==> config.mk <==
export PLATFORM = sky130hd
export DESIGN_NAME = ysyx_22050710_wb_arb
export DESIGN_NICKNAME = d
export VERILOG_FILES = /design/src/rtl/ysyx_22050710_wb_arb.sv
export SDC_FILE = /design/constraint.sdc
export NUM_CORES = 1
export LEC_CHECK = 0
export ABC_AREA = 1
export BUFFER_PORTS_ARGS = -buffer_cell sky130_fd_sc_hd__buf_2
export CORE_ASPECT_RATIO = 0.7
export CORE_MARGIN = 2
export CORE_UTILIZATION = 45
export CTS_CLUSTER_DIAMETER = 30
export DETAILED_ROUTE_END_ITERATION = 7
export PLACE_DENSITY = 0.81
export REMOVE_ABC_BUFFERS = 1
export SLEW_MARGIN = 20
export SYNTH_ARGS = -nofsm -noshare
export SYNTH_HDL_FRONTEND = slang
export SYNTH_SLANG_ARGS = --single-unit
==> constraint.sdc <==
create_clock -name i_clk -period 3.8 [get_ports i_clk]
set_input_delay 0 -clock i_clk [delete_from_list [all_inputs] [get_ports i_clk]]
set_output_delay 0 -clock i_clk [all_outputs]
set_load 0.02 [all_outputs]
==> src/rtl/ysyx_22050710_wb_arb.sv <==
// GPR write-port arbiter: WB writes vs. a small FIFO of MDU results, with an optional
// starvation counter built when YSYX_22050710_WB_ARB_STARVE_EN is defined.
module ysyx_22050710_wb_arb #(
    parameter int GPR_ADDR_WD    = 5,
    parameter int GPR_WD         = 64,
    parameter int MDU_FIFO_DEPTH = 2,
    parameter int STARVE_LIMIT   = 4
) (
    input  logic                          i_clk,
    input  logic                          i_rst_n,
    input  logic                          i_ws_valid,
    input  logic                          i_ws_gpr_wen,
    input  logic [GPR_ADDR_WD-1:0]        i_ws_gpr_waddr,
    input  logic [GPR_WD-1:0]             i_ws_gpr_wdata,
    output logic                          o_ws_ready,
    input  logic                          i_mdu_valid,
    input  logic [GPR_ADDR_WD-1:0]        i_mdu_waddr,
    input  logic [GPR_WD-1:0]             i_mdu_wdata,
    output logic                          o_mdu_ready,
    output logic                          o_rf_wen,
    output logic [GPR_ADDR_WD-1:0]        o_rf_waddr,
    output logic [GPR_WD-1:0]             o_rf_wdata,
    output logic                          o_mdu_grant,
    output logic [(2**GPR_ADDR_WD)-1:0]   o_mdu_pend_mask
);

    localparam int PTR_W = $clog2(MDU_FIFO_DEPTH);
    localparam int CNT_W = PTR_W + 1;

    logic [GPR_ADDR_WD-1:0] fifo_addr [MDU_FIFO_DEPTH];
    logic [GPR_WD-1:0]      fifo_data [MDU_FIFO_DEPTH];
    logic [PTR_W-1:0]       wr_ptr;
    logic [PTR_W-1:0]       rd_ptr;
    logic [PTR_W-1:0]       offset;
    logic [CNT_W-1:0]       count;

    logic empty;
    logic full;
    logic ws_req;
    logic mdu_req;
    logic push;
    logic pop;
    logic starved;
    logic grant_mdu;
    logic grant_ws;
    logic head_wen;
    logic [GPR_ADDR_WD-1:0] head_addr;
    logic [GPR_WD-1:0]      head_data;

    assign empty     = (count == '0);
    assign full      = (count == CNT_W'(MDU_FIFO_DEPTH));
    assign ws_req    = i_ws_valid & i_ws_gpr_wen & (i_ws_gpr_waddr != '0);
    assign mdu_req   = ~empty;
    assign head_addr = fifo_addr[rd_ptr];
    assign head_data = fifo_data[rd_ptr];
    assign head_wen  = (head_addr != '0);

    assign o_mdu_ready = ~full;
    assign push        = i_mdu_valid & ~full;
    assign pop         = grant_mdu;

`ifdef YSYX_22050710_WB_ARB_STARVE_EN
    logic [3:0] starve_cnt;

    assign starved = mdu_req & (starve_cnt == 4'(STARVE_LIMIT));

    always_ff @(posedge i_clk) begin
        if (!i_rst_n) begin
            starve_cnt <= '0;
        end else if (grant_mdu || empty) begin
            starve_cnt <= '0;
        end else if (grant_ws && (starve_cnt != 4'(STARVE_LIMIT))) begin
            starve_cnt <= starve_cnt + 4'd1;
        end
    end
`else
    // Without the counter the limit has no effect; keep it referenced.
    localparam int unused_starve_limit = STARVE_LIMIT;
    assign starved = 1'b0;
`endif

    always_comb begin
        grant_mdu = 1'b0;
        grant_ws  = 1'b0;
        if (full || starved) begin
            grant_mdu = 1'b1;
        end else if (ws_req) begin
            grant_ws = 1'b1;
        end else if (mdu_req) begin
            grant_mdu = 1'b1;
        end
    end

    // An x0 head is popped without touching the register file.
    always_comb begin
        o_rf_wen   = 1'b0;
        o_rf_waddr = '0;
        o_rf_wdata = '0;
        if (grant_ws) begin
            o_rf_wen   = 1'b1;
            o_rf_waddr = i_ws_gpr_waddr;
            o_rf_wdata = i_ws_gpr_wdata;
        end else if (grant_mdu && head_wen) begin
            o_rf_wen   = 1'b1;
            o_rf_waddr = head_addr;
            o_rf_wdata = head_data;
        end
    end

    assign o_mdu_grant = grant_mdu;
    assign o_ws_ready  = i_ws_valid & ~(grant_mdu & ws_req);

    always_comb begin
        o_mdu_pend_mask = '0;
        offset          = '0;
        for (int i = 0; i < MDU_FIFO_DEPTH; i++) begin
            offset = PTR_W'(i) - rd_ptr;
            if ((CNT_W'(offset) < count) && (fifo_addr[i] != '0)) begin
                o_mdu_pend_mask[fifo_addr[i]] = 1'b1;
            end
        end
    end

    always_ff @(posedge i_clk) begin
        if (push) begin
            fifo_addr[wr_ptr] <= i_mdu_waddr;
            fifo_data[wr_ptr] <= i_mdu_wdata;
        end
    end

    always_ff @(posedge i_clk) begin
        if (!i_rst_n) begin
            wr_ptr <= '0;
            rd_ptr <= '0;
            count  <= '0;
        end else begin
            if (push) begin
                wr_ptr <= wr_ptr + PTR_W'(1);
            end
            if (pop) begin
                rd_ptr <= rd_ptr + PTR_W'(1);
            end
            case ({push, pop})
                2'b10:   count <= count + CNT_W'(1);
                2'b01:   count <= count - CNT_W'(1);
                default: count <= count;
            endcase
        end
    end

endmodule
### Yosys cells after proc, flatten, opt, wreduce, memory -nomap -nowiden

Memory sizes are Yosys's and may differ from the RTL's. A register that Yosys moved wholly into a read port is not among the register bits.
Cells that the tools add are included.

| cells by class | value |
|---|---|
| add/sub/neg operators | 6 |
| order comparisons | 6 |
| equality and inequality tests | 3 |
| multiplexer cells | 24 |
| bitwise logic cells | 8 |
| reductions and logical operators | 11 |

Operators with widths:

| cell | count |
|---|---|
| 64-bit two-way mux | 2 |
| 32-bit two-way mux | 2 |
| 32-bit OR | 1 |
| 5-bit nonzero test | 4 |
| 1-bit two-way mux | 15 |
| 5-bit by 6-bit < comparator with 1-bit output, second input constant | 2 |
| 1-bit demux with 5-bit select | 2 |
| 5-bit by 1-bit >= comparator with 1-bit output, second input constant | 2 |
| 5-bit two-way mux | 2 |
| 1-bit bitwise AND | 5 |
| 1-bit logical AND | 5 |
| 2-bit equality test, second input constant | 2 |
| 1-bit by 2-bit < comparator with 1-bit output | 2 |
| 2-bit one-hot mux with 2 select lines | 1 |
| 1-bit adder, second input constant | 2 |
| 2-bit by 1-bit adder with 2-bit output, second input constant | 1 |
| 2-bit by 1-bit equality test with 1-bit output, second input constant | 1 |
| 2-bit logical NOT | 1 |
| 1-bit inverter | 2 |
| 2-bit nonzero test | 1 |
| 1-bit subtractor, first input constant | 2 |
| 2-bit by 1-bit subtractor with 2-bit output, second input constant | 1 |

| storage, ports and cells | value |
|---|---|
| register bits | 4 |
| memory bits (writable) | 138 |
| input port bits | 143 |
| output and inout port bits | 105 |
| word-level logic and storage cells | 63 |
| memories kept | 2 |

Memories:

| name | words | width | rd ports | clocked after memory_dff | write ports | line | source |
|---|---|---|---|---|---|---|---|
| fifo_data | 2 | 64 | 1 | 1 | 1 | 31 | `logic [GPR_WD-1:0] fifo_data [MDU_FIFO_DEPTH];` |
| fifo_addr | 2 | 5 | 3 | 1 | 1 | 30 | `logic [GPR_ADDR_WD-1:0] fifo_addr [MDU_FIFO_DEPTH];` |

### Longest topological paths before layout

Gate-level depths: netlist (run 1).
An unclocked memory read counts as a cell.

| depth | value |
|---|---|
| depth after elaboration | 8 |
| mapped depth | 11 |
| mapped depth without buffers | 10 |

### Worst setup path after synthesis (run 1)

OpenSTA, ideal clock, no wires.

| path | value |
|---|---|
| path type | register to register |
| start point | reg count[0] |
| end point | mem fifo_addr[0][0], enable pin |
| library setup time | 0.497 ns |
| arrival time | 3.635 ns |
| path slack | -0.331 ns |
| cell stages (with the launch flop) | 5 |
| period minus slack after synthesis | 4.131 ns |
| path through | dfxtp_1 inv_2 nand2_2 nand2_1 nor2_1 |

| between the ends | value |
|---|---|
| longest elaborated chain between the ends | 5 |

RTL lines:

| element | line | source |
|---|---|---|
| from (decl) | 35 | `logic [CNT_W-1:0] count;` |
| from (signal assigned) | 144 | `2'b10: count <= count + CNT_W'(1);` |
| from (signal assigned) | 145 | `2'b01: count <= count - CNT_W'(1);` |
| from (signal assigned) | 146 | `default: count <= count;` |
| 2-bit equality test | 51 | `assign full = (count == CNT_W'(MDU_FIFO_DEPTH));` |
| 1-bit inverter | -- |  |
| via o_mdu_ready | 19 | `output logic o_mdu_ready,` |
| 1-bit bitwise AND | 59 | `assign push = i_mdu_valid & ~full;` |
| 1-bit two-way mux | 125 | `if (push) begin` |
| 1-bit two-way mux (not written as such) | 126 | `fifo_addr[wr_ptr] <= i_mdu_waddr;` |
| to (decl) | 30 |  |

The timed path passes the listed nets, and every way through them passes these cells.

==> reports/results.txt, run 1 <==
Die Height: 108 um
Final #Nets: 1215
Synth Register Bits: 143
Maximum vdd drop: 0.351 mV
Post-CTS sizing: 0
Status: finished, final reports clean
Placed insts: 1177
Worst Path Max Fanout: 68
Seq/Total Area, Yosys: 61.2%
WS Path Type: reg2out
Cell area after synthesis: 0.00693 mm2
IO Pins: 248
Initial antenna violation count: 0
Hold WS: 74.5 ps
Cell area power density: 658 mW/mm2
Post-Route WL: 18500 um
CTS tree: done
TritonRoute pass-1 iters: 5
Peak Freq: 307 MHz
Clock Sinks: 143
Largest stage delay on the critical path: 770 ps
Share of cells above drive strength 1: 28.7%
GRT Total Usage: 22.8%
CTS Buf Count: 17
Post-synth top area share: 59.8%
Core footprint: 0.0149 mm2
Clk root buf: clkbuf_16
H-tree levels: 4
Leak Pwr: 4.62 nW
Worst-margin pin slew: 1020 ps
Syn Area/Cell: 9.02 um2
Initial Util: 46.6%
Wire per inst: 14.5 um
Number of global-route vias before repair: 5994
Yosys cell types: 20
Diode count: 0
Die area: 0.0164 mm2
Pwr Total: 6.31 mW
Hold Path Class: in2reg
RSZ-0062 raised after global routing: no
Clk_lat worst skew: 410 ps
Detail Placement HPWL: 12000 um
Routability cong.: 0.966
Hold depth: 3
Gr ovfl total: 0
MaxCap Viol Count: 0
# rows: 37
Most common cell on crit path: nand2_1
P&R area growth vs syn: 38.4%
Crit-path cells: inv_2 > nand2_1 > nand2_1 > nor2_1 > nand3_4 > nand3_1 > nand2_1 > buf_2
First-pass GRT wire length: 29200 um
Gate Count Post-Synth: 768
Setup-failing EPs final: 0
CP max-delay cell: nand3_4
Port buffer count: 246
Final std cells w/o fill: 1279
Clk buf depth: 2
Hold Fails Final Rpt: 0
Setup slack, reg-to-reg: 1600 ps
Hold EP: wr_ptr
Worst r2r path cells: 5
1st-iter DRT viols: 612
CTS clk-pin slew, worst paths: 60 ps
Largest net degree at the start of global routing: 69
Synth warn: 0
Rel. slew slack: 31.5%
Pins Over Slew Limit: 0
Synth top area cells: edfxtp_1, nand2_1, nand3_1, nand3_2, buf_2
Tmin final: 3250 ps
Startpoint Class: flip-flop
Fill cell count: 1201
Yosys top cell by area: edfxtp_1
DRC: 0
Routed vias/inst: 4.98
CP Capture Type: primary output
Horiz. Die Dim: 152 um
Fin crit share: 85.6%
R2r startpoint: count[0]
Worst path required time: 3800 ps
Post-DRT Antenna Nets: 0
WP data arrival: 3250 ps
HP Start: i_mdu_valid
Crit Reg-Reg Endpoint: fifo_data[0][21]
Clock Skew: 7.49 ps
Vias: 6365
==> per-layer routing <==
layer	global-route usage [%]	part of all wire, %	vias to the layer above	routed length, um
met5	0	0	-	0
met4	6.01	0.77	0	142
met3	5.64	8.3	19	1530
met2	41.0	50	292	9280
met1	27.5	41	2919	7560
li1	-	-	3135	-
==> placed cells by master (no fill, tap or decap), drive strengths merged <==
cell type	count
a21oi	6
buf	251
bufinv	3
clkbuf	18
clkinv	6
clkinvlp	2
conb	1
dfxtp	5
dlygate4sd3	70
edfxtp	138
ha	1
inv	23
nand2	431
nand3	79
nor2	21
nor3	10
o21ai	18
o31ai	1
==> worst max path at each step <==
stage / slack [ps] / startpoint / to
after floorplan: -330 / count[0] / fifo_addr[0][0]
final: 550 / flip-flop / o_rf_wdata[47]
after CTS: 530 / flip-flop / o_rf_wdata[22]
after detailed placement: 970 / flip-flop / o_rf_wdata[22]
after global routing: 250 / flip-flop / o_rf_wdata[47]
after global placement: 1030 / flip-flop / o_rf_wdata[63]
==> kinds of logic after synthesis <==
family                   count (synthesis)  share of synthesized area, %
flip-flops                             143                          61.2
adder cells (fa/ha/maj)                  1                         0.181
other                                    1                        0.0541
AND/OR/NAND/NOR                        541                          32.5
buffers and inverters                   57                          4.19
AO/OA/AOI/OAI                           25                          1.84
==> repair_timing <==
| item | in CTS | in global routing |
|---|---|---|
| hold buffers | 70 | 0 |
| buffers inserted | 0 | 0 |
| endpoints found under the hold margin | 143 | 0 |
==> layout make-up <==
cell class / count / area (um2) / area share, %
sequential: 143 / 4250 / 44.3
multi-input combinational: 568 / 2420 / 25.2
timing repair buffer: 321 / 1990 / 20.8
clock buffer: 18 / 429 / 4.48
tap: 195 / 244 / 2.54
clock inverter: 14 / 181 / 1.89
inverter: 20 / 76.3 / 0.796
==> stage by stage <==
| step | utilization (%) | setup slack, ps | area (um2) | setup TNS [ps] |
|---|---|---|---|---|
| after floorplan | - | -331 | 6720 | -50350 |
| after global routing | 64.5 | 248 | 9590 | 0 |
| after global placement | 55.7 | 1030 | 8280 | 0 |
| after detailed placement | 55.7 | 970 | 8280 | 0 |
| final | 64.5 | 545 | 9590 | 0 |
| after CTS | 64.5 | 532 | 9590 | 0 |
==> cells in the mapped netlist, drive strengths merged <==
library cell and n:
nand2 431, edfxtp 138, nand3 79, buf 36
nor2 21, inv 20, o21ai 18, nor3 10
a21oi 6, dfxtp 5, clkbuf 1, conb 1
ha 1, o31ai 1
==> report_power, final <==
part           internal, mW  switching, mW  total [mW]
logic                 0.753           1.79        2.54
registers              1.98          0.103        2.08
clock network          1.04          0.646        1.69
==> critical path, delay by kind of cell, from the launching register on <==
family | cells | cell delay (ps)
flops | 1 | 640
simple gates | 6 | 1660
buf+inv | 2 | 510
==> flip-flops by register name, indices dropped and copies added (netlist names), named ones only <==
register,count
count,2
fifo_addr,10
fifo_data,128
rd_ptr,1
wr_ptr,1
No activity file was read; power rests on OpenSTA's default activity.
==> inputs of run 2 (changes only) <==
--- a/config.mk
+++ b/config.mk
@@ -10,10 +10,13 @@
 export CORE_ASPECT_RATIO = 0.7
 export CORE_MARGIN = 2
 export CORE_UTILIZATION = 45
+export CTS_BUF_LIST = sky130_fd_sc_hd__clkbuf_16
 export CTS_CLUSTER_DIAMETER = 30
 export DETAILED_ROUTE_END_ITERATION = 7
+export MAX_ROUTING_LAYER = met4
 export PLACE_DENSITY = 0.81
 export REMOVE_ABC_BUFFERS = 1
+export SETUP_SLACK_MARGIN = 0.4
 export SLEW_MARGIN = 20
 export SYNTH_ARGS = -nofsm -noshare
 export SYNTH_HDL_FRONTEND = slang
==> run 2 against run 1 <==
  * Sequential cell count stayed put
  * Via count hardly changed
  * Largest power group unchanged
  * Non-clock buffer count stayed put
  * Sequential share of layout area is 0.12 points lower
  * Critical path type unchanged
  * Utilization is 0.17 points higher
  * Largest cell class unchanged
  * Clock power hardly changed
  * Register-to-register slack hardly changed
==> reports/results.txt, run 2 (synthesized netlist as in run 1, its figures left out) <==
1st-iter DRT viols: 624 (+2.0%)
Pins Over Slew Limit: 0 (unchanged)
Clock Skew: 9.27 ps (+1.79 ps)
Tmin final: 3150 ps (-103 ps)
Most flops, register: fifo_data
Worst Path Max Fanout: 34 (-50%)
CP Capture Type: primary output
Leak Pwr: 4.63 nW (+0.27%)
Largest stage delay on the critical path: 630 ps (-140 ps)
GRT Total Usage: 23.0% (+0.20 points)
Most frequent cells in the layout: nand2_1, buf_2, edfxtp_1
Cell area power density: 664 mW/mm2 (+0.79%)
Core footprint: 0.0149 mm2 (unchanged)
RSZ-0062 raised after global routing: no
Fin crit share: 82.9% (-2.7 points)
Status: finished, final reports clean
Detail Placement HPWL: 11700 um (-2.1%)
DRC: 0 (unchanged)
Worst path required time: 3800 ps (about the same)
Hold Fails Final Rpt: 0 (unchanged)
Post-Route WL: 18900 um (+2.3%)
P&R area growth vs syn: 38.7%
Hold WS: 98.8 ps (+24.2 ps)
# rows: 37 (unchanged)
Die area: 0.0164 mm2 (unchanged)
H-tree levels: 4 (unchanged)
CTS clk-pin slew, worst paths: 60 ps (about the same)
Final core utilization: 64.7% (+0.17 points)
Fill cell count: 1200 (-0.083%)
First-pass GRT wire length: 28900 um (-1.2%)
Post-CTS Setup Bufs: 0 (unchanged)
Largest net degree at the start of global routing: 69 (unchanged)
Worst path buffer plus inverter count: 2 (unchanged)
Initial antenna violation count: 0 (unchanged)
Initial Util: 46.6% (unchanged)
Max reg flops: 128 (unchanged)
Die Height: 108 um (unchanged)
Clk_lat worst skew: 410 ps (about the same)
Gr ovfl total: 0 (unchanged)
CTS Buf Count: 17 (unchanged)
Clk buf depth: 2 (unchanged)
MaxCap Viol Count: 0 (unchanged)
IO Pins: 248 (unchanged)
Vias: 6369 (+0.063%)
Most common cell on crit path: nand2_1
Routability cong.: 0.986 (+2.1%)
Most common cell after layout, fill and taps aside: nand2_1
TritonRoute pass-1 iters: 6 (+1)
WP data arrival: 3150 ps (-100 ps)
Peak Freq: 317 MHz (+3.3%)
Wire per inst: 14.8 um (+2.3%)
Diode count: 0 (unchanged)
CTS tree: done
Number of global-route vias before repair: 5889 (-1.8%)
Startpoint Class: flip-flop
Post-DRT Antenna Nets: 0 (unchanged)
WS Path Type: reg2out
Top Family by Delay on Critical Path: simple AND/OR/NAND/NOR gates
Clock Sinks: 143 (unchanged)
Rel. slew slack: 24.8% (-6.7 points)
Share of cells above drive strength 1: 28.7% (unchanged)
CP max-delay cell: dfxtp_2
Horiz. Die Dim: 152 um (unchanged)
Port buffer count: 246 (unchanged)
Top flop regs: fifo_data x128, fifo_addr x10, count x2
Hold Path Class: in2reg
Clk root buf: clkbuf_16
Crit-path cells: inv_2 > nand2_1 > nand2_1 > nor2_1 > nand3_4 > nand3_1 > nand2_1 > buf_2
Routed vias/inst: 4.98 (about the same)
Final #Nets: 1216 (+0.082%)
Maximum vdd drop: 0.347 mV (-1.3%)
Worst-margin pin slew: 1120 ps (+99.6 ps)
Setup-failing EPs final: 0 (unchanged)
==> run 2: changes by cell type in the layout (fill, tap and decap cells not counted), sizes merged <==
cell | before | now
bufinv | 3 | 4
clkbuf | 18 | 17
clkinv | 6 | 7
clkinvlp | 2 | 1
inv | 23 | 22
nand3 | 79 | 80
==> run 2: timing repair <==
action | CTS | global route
resized for setup | 0 | 1
endpoints found under the setup margin | 0 | 59
hold buffers | 70 | 0
hold endpoints to repair | 143 | 0
==> run 2: worst min-delay path, stage by stage <==
cell     delay [ps]
buf_2           110
nand2_1         230
a21oi_1         110
==> run 2: path summary, 6_finish.rpt <==
kind | start | endpoint | slack, ps | cells after the start
worst max-delay path | flip-flop | o_rf_wdata[19] | 650 | 8
worst min-delay path | i_mdu_valid | wr_ptr | 100 | 3
worst max register to register | count[0] | fifo_data[0][44] | 1610 | 5
worst min register to register | rd_ptr | flip-flop | 540 | 2
==> run 2: layer usage <==
metal | global-route usage, % | vias up | share of wire [%]
met5 | - | - | 0
met4 | 6.14 | 0 | 1.3
met3 | 4.99 | 23 | 9.3
met2 | 37.5 | 348 | 47
met1 | 29.5 | 2858 | 42
li1 | - | 3140 | -
==> run 2: final cells by class <==
cell class / instances / area, um2 / area share [%]
multi-input cells: 569 / 2440 / 25.3
clock buffers: 17 / 425 / 4.42
inverters: 20 / 76.3 / 0.794
clock inverters: 14 / 193 / 2.00
repair buffers: 321 / 1990 / 20.7
flip-flops and latches: 143 / 4250 / 44.2
well taps: 195 / 244 / 2.54
==> run 2: where the power goes <==
| part | total, mW | switching (mW) | leakage [nW] | internal [mW] |
|---|---|---|---|---|
| Clock | 1.72 | 0.624 | 0.303 | 1.10 |
| Sequential | 2.08 | 0.0996 | 1.33 | 1.98 |
| Combinational | 2.58 | 1.83 | 3.00 | 0.755 |
| Total | 6.38 | 2.55 | 4.63 | 3.83 |
==> run 2: stage by stage <==
stage | setup TNS, ps | std cells | area (um2) | setup WS (ps) | power, mW
after floorplan | -50350 | 731 | 6720 | -331 | 3.73
after global placement | 0 | 1177 | 8280 | 1020 | 4.55
after detailed placement | 0 | 1177 | 8280 | 953 | 4.59
after CTS | 0 | 1278 | 9600 | 489 | 6.37
after global routing | 0 | 1279 | 9610 | 422 | 6.75
final | 0 | 1279 | 9610 | 648 | 6.38
